==> config.mk <==
export PLATFORM = sky130hd
export DESIGN_NAME = demux_two_outs_reg
export DESIGN_NICKNAME = d
export VERILOG_FILES = /design/src/rtl/demux_two_outs_reg.sv
export SDC_FILE = /design/constraint.sdc
export NUM_CORES = 1
export LEC_CHECK = 0
export ABC_CLOCK_PERIOD_IN_PS = 2750
export BUFFER_PORTS_ARGS = -buffer_cell sky130_fd_sc_hd__buf_2
export CAP_MARGIN = 20
export CORE_AREA = 2 2 313 315
export DETAILED_ROUTE_END_ITERATION = 7
export DIE_AREA = 0 0 315 317
export MAX_ROUTING_LAYER = met4
export PLACE_DENSITY_LB_ADDON = 0.3
export SYNTH_ARGS = -nofsm -noshare
export SYNTH_HDL_FRONTEND = slang
export SYNTH_SLANG_ARGS = --single-unit
==> constraint.sdc <==
create_clock -name clk -period 2.75 [get_ports clk]
set_input_delay 0.55 -clock clk [delete_from_list [all_inputs] [get_ports clk]]
set_output_delay 0.55 -clock clk [all_outputs]
set_load 0.01 [all_outputs]
==> src/rtl/demux_two_outs_reg.sv <==
// Registered 1-to-2 demultiplexer with one-entry output slots and valid/ready handshakes.
// Each destination drains independently; per-destination accepted-word counters wrap freely.
module demux_two_outs_reg #(
  parameter int unsigned data_width = 256,
  parameter int unsigned cnt_width  = 16
) (
  input  logic                  clk,
  input  logic                  rst,
  input  logic                  in_valid,
  output logic                  in_ready,
  input  logic [data_width-1:0] in_data,
  input  logic                  in_sel,
  output logic                  out0_valid,
  input  logic                  out0_ready,
  output logic [data_width-1:0] out0_data,
  output logic                  out1_valid,
  input  logic                  out1_ready,
  output logic [data_width-1:0] out1_data,
  output logic [cnt_width-1:0]  cnt0,
  output logic [cnt_width-1:0]  cnt1
);

  logic                  valid0_q, valid0_d, valid1_q, valid1_d;
  logic [data_width-1:0] data0_q, data0_d, data1_q, data1_d;
  logic [cnt_width-1:0]  cnt0_q, cnt0_d, cnt1_q, cnt1_d;
  logic                  free0, free1, acc0, acc1, dlv0, dlv1;

  // A full slot still counts as free when it drains this cycle, giving 1 word/cycle.
  always_comb begin
    free0    = !valid0_q || out0_ready;
    free1    = !valid1_q || out1_ready;
    in_ready = !rst && (in_sel ? free1 : free0);
    acc0     = in_valid && in_ready && !in_sel;
    acc1     = in_valid && in_ready && in_sel;
    dlv0     = valid0_q && out0_ready;
    dlv1     = valid1_q && out1_ready;
  end

  always_comb begin
    valid0_d = valid0_q;
    valid1_d = valid1_q;
    data0_d  = data0_q;
    data1_d  = data1_q;
    cnt0_d   = cnt0_q;
    cnt1_d   = cnt1_q;
    if (dlv0) valid0_d = 1'b0;
    if (dlv1) valid1_d = 1'b0;
    if (acc0) begin
      valid0_d = 1'b1;
      data0_d  = in_data;
      cnt0_d   = cnt0_q + cnt_width'(1);
    end
    if (acc1) begin
      valid1_d = 1'b1;
      data1_d  = in_data;
      cnt1_d   = cnt1_q + cnt_width'(1);
    end
  end

  always_ff @(posedge clk) begin
    if (rst) begin
      valid0_q <= 1'b0;
      valid1_q <= 1'b0;
      data0_q  <= '0;
      data1_q  <= '0;
      cnt0_q   <= '0;
      cnt1_q   <= '0;
    end else begin
      valid0_q <= valid0_d;
      valid1_q <= valid1_d;
      data0_q  <= data0_d;
      data1_q  <= data1_d;
      cnt0_q   <= cnt0_d;
      cnt1_q   <= cnt1_d;
    end
  end

  assign out0_valid = valid0_q;
  assign out1_valid = valid1_q;
  assign out0_data  = data0_q;
  assign out1_data  = data1_q;
  assign cnt0       = cnt0_q;
  assign cnt1       = cnt1_q;

endmodule

==> flow_metrics.py <==
metrics = {
    "floorplan": {
        "rows": 114,
        "die_h_um": 317,
        "fp.dieW_um": 315,
        "io_pins": 809,
        "initial_core_util_pct": 19.75,
        "die_area_mm2": 0.09986,
        "coreArea_mm2": 0.09628,
    },
    "placed_design": {
        "place_inst": 4361,
        "dp_slack_ns": 0.4988,
        "place.gp.congestion": 0.8233,
        "dp_hpwl_um": 52420,
        "port_buffers": 808,
    },
    "cells_and_area": {
        "num-nets-final": 3417,
        "layout-drive-gt1-share_pct": 30.09,
        "synthToLayoutAreaGrowth_pct": 40.68,
        "final_common_cell": "nand2_1",
        "final_cell_mix": "nand2_1 (1038), buf_2 (807), dfxtp_1 (546)",
        "fin_cells": 4475,
    },
    "grt": {
        "grt_first_pass_wirelength_um": 106900,
        "grt_antenna_before_repair": 5,
        "grt_overflow": 0,
        "grt_use_total_pct": 14.22,
        "grt_max_degree": 190,
        "grt_pass1_vias": 17580,
    },
    "sta": {
        "worst_pin_slew_ns": 1.084,
        "skew_ns": 0.01505,
        "tns_ns": 0,
        "slew_headroom_pct": 27.76,
        "fin_crit_sh_pct": 79.65,
        "post-route-min-period_ns": 2.190,
        "rsz0062_at_grt": "false",
        "setup_viol": 0,
        "fmax_mhz": 456.5,
        "fin_ws_ns": 0.5596,
        "slew_viol_final": 0,
        "hold_viol": 0,
    },
    "yosys": {
        "yosysSeqAreaShare_pct": 57.49,
        "avgSynthCellArea_um2": 7.902,
        "synth_seq_cells": 546,
        "ys_types": 32,
        "syn_nets": 2670,
        "netlist_instances": 2406,
        "synth-main-ff-cell": "dfxtp_1",
        "yosys_warnings": 0,
        "synthArstFlopShare_pct": 0,
        "syn-cell-area_mm2": 0.01901,
        "synth_edf_count": 0,
    },
    "critical_path": {
        "crit_top_cell": "nor2_1",
        "cpPeakStageDelay_ns": 0.32,
        "crit_chain": "nor2b_1, buf_4, nor2_1, a21oi_1, nor2_1, buf_2",
        "reg2reg_depth": 5,
        "cp_max_fo": 10,
        "cp-start-kind": "flop",
        "cp_top_family": "buffers and inverters",
        "cp.depth": 6,
        "arrival_ns": 1.64,
        "critPathRequiredTime_ns": 2.20,
        "worstSetupPathType": "flop to output pin",
        "path_buf_inv": 2,
        "critPathSlowestCell": "dfxtp_1",
        "end_kind": "output pin",
    },
    "route": {
        "drtIter0Drc": 950,
        "dr.pass1.iters": 4,
        "ant_nets": 0,
        "drc": 0,
        "vias": 18590,
        "viasPerCell": 4.154,
        "wl_um": 73950,
        "wl_per_cell_um": 16.52,
    },
    "clocking": {
        "numCtsBuffers": 66,
        "numClockSinks": 546,
        "htreeDepth": 3,
        "cts.clk_slew.worst_paths_ns": 0.06,
        "cts_root_buf": "clkbuf_16",
        "clk_latency_ns": 0.61,
        "ctsHoldBuffers": 0,
        "cts_tree": "built",
        "clockBufferDepth": 3,
        "cts_setup_buffers": 0,
        "ctsResizeCount": 0,
    },
    "worst_hold_path": {
        "min_path_cells": 3,
        "min_path_type": "input pin to flop",
    },
    "outcome": {
        "outcome": "completed",
    },
    "power": {
        "power.density_mw_per_mm2": 688.4,
        "p_leak_nw": 11.46,
        "design_power_total_mw": 18.41,
        "peakVddDrop_v": 0.0004510,
    },
    "flow_run": {
        "drv_cap": 0,
    },
}
per-layer routing:
layer,up-vias,GRT usage (%),routed length [µm]
met3,117,4.376,5279
met2,577,23.87,36740
met5,-,-,0
li1,9296,-,-
met1,8599,15.91,29660
met4,0,5.097,2275
power breakdown:
part           internal (mW)  switching [mW]
Sequential              8.17           0.119
Clock                   5.26            3.39
Combinational          0.540           0.928
tightest hold or removal path, cell delays in order:
cell and delay (ns):
buf_2 0.10, nand2_1 0.05, a21oi_1 0.05
kinds of logic (layout without fill, tap and decap cells):
| kind of cell | Yosys count | count (layout) | share of synthesized area [%] |
|---|---|---|---|
| buffers and inverters | 190 | 978 | 4.284 |
| AND/OR/NAND/NOR | 1104 | 1104 | 22.62 |
| other | 0 | 5 | 0 |
| flip-flops | 546 | 546 | 57.49 |
| AO/OA/AOI/OAI | 552 | 552 | 14.91 |
| multiplexers | 1 | 1 | 0.05265 |
| XOR/XNOR | 11 | 11 | 0.5068 |
| adder cells (fa/ha/maj) | 2 | 2 | 0.1316 |
flip-flops by register name, summed over array words and instances, names as in the netlist:
name,cells
cnt1,16
out1_data,256
cnt0,16
out0_valid,1
out0_data,256
out1_valid,1
per-stage QoR:
| step | hold slack, ns | area, µm² | util (%) |
|---|---|---|---|
| final | 0.1895 | 26750 | 27.78 |
| after global routing | 0.1295 | 26750 | 27.78 |
| after CTS | 0.1220 | 26730 | 27.77 |
| after detailed placement | 0.4429 | 24600 | 25.55 |
| after global placement | 0.4384 | 24600 | 25.55 |
| after floorplan | 0.4805 | 19010 | - |
cell usage after synthesis (8+ instances only):
cell type  count  area [µm²]
clkbuf_1     104       390.4
buf_2         75       375.4
o311ai_0       8       70.07
nand4_1        8       50.05
nor2_1        15       56.30
nand3_1        8       40.04
nand2_1     1038        3896
xnor2_1        9       78.83
a21oi_1      526        2633
dfxtp_1      546       10930
or3_1          9       56.30
o41ai_1        8       70.07
cell type report:
class	count	area [µm²]
Timing Repair Buffer	863	4755
Sequential cell	546	10930
Multi-Input combinational cell	1670	7297
Inverter	6	22.52
Tap cell	1276	1597
Clock buffer	103	2047
Antenna cell	5	12.51
Clock inverter	6	86.33
Fill cell	10670	69530
path summary, 6_finish.rpt:
path | slack (ns) | endpoint | start
hold / removal | 0.19 | out0_data[30]$_SDFFE_PP0P_ | in_data[30]
hold reg to reg | 0.45 | out0_data[80]$_SDFFE_PP0P_ | out0_data[80]$_SDFFE_PP0P_
setup / recovery | 0.56 | in_ready | out0_valid$_SDFFE_PP0P_
setup reg to reg | 0.68 | cnt0[12]$_SDFFE_PP0P_ | cnt0[1]$_SDFFE_PP0P_
(Power assumes the default switching activity.)
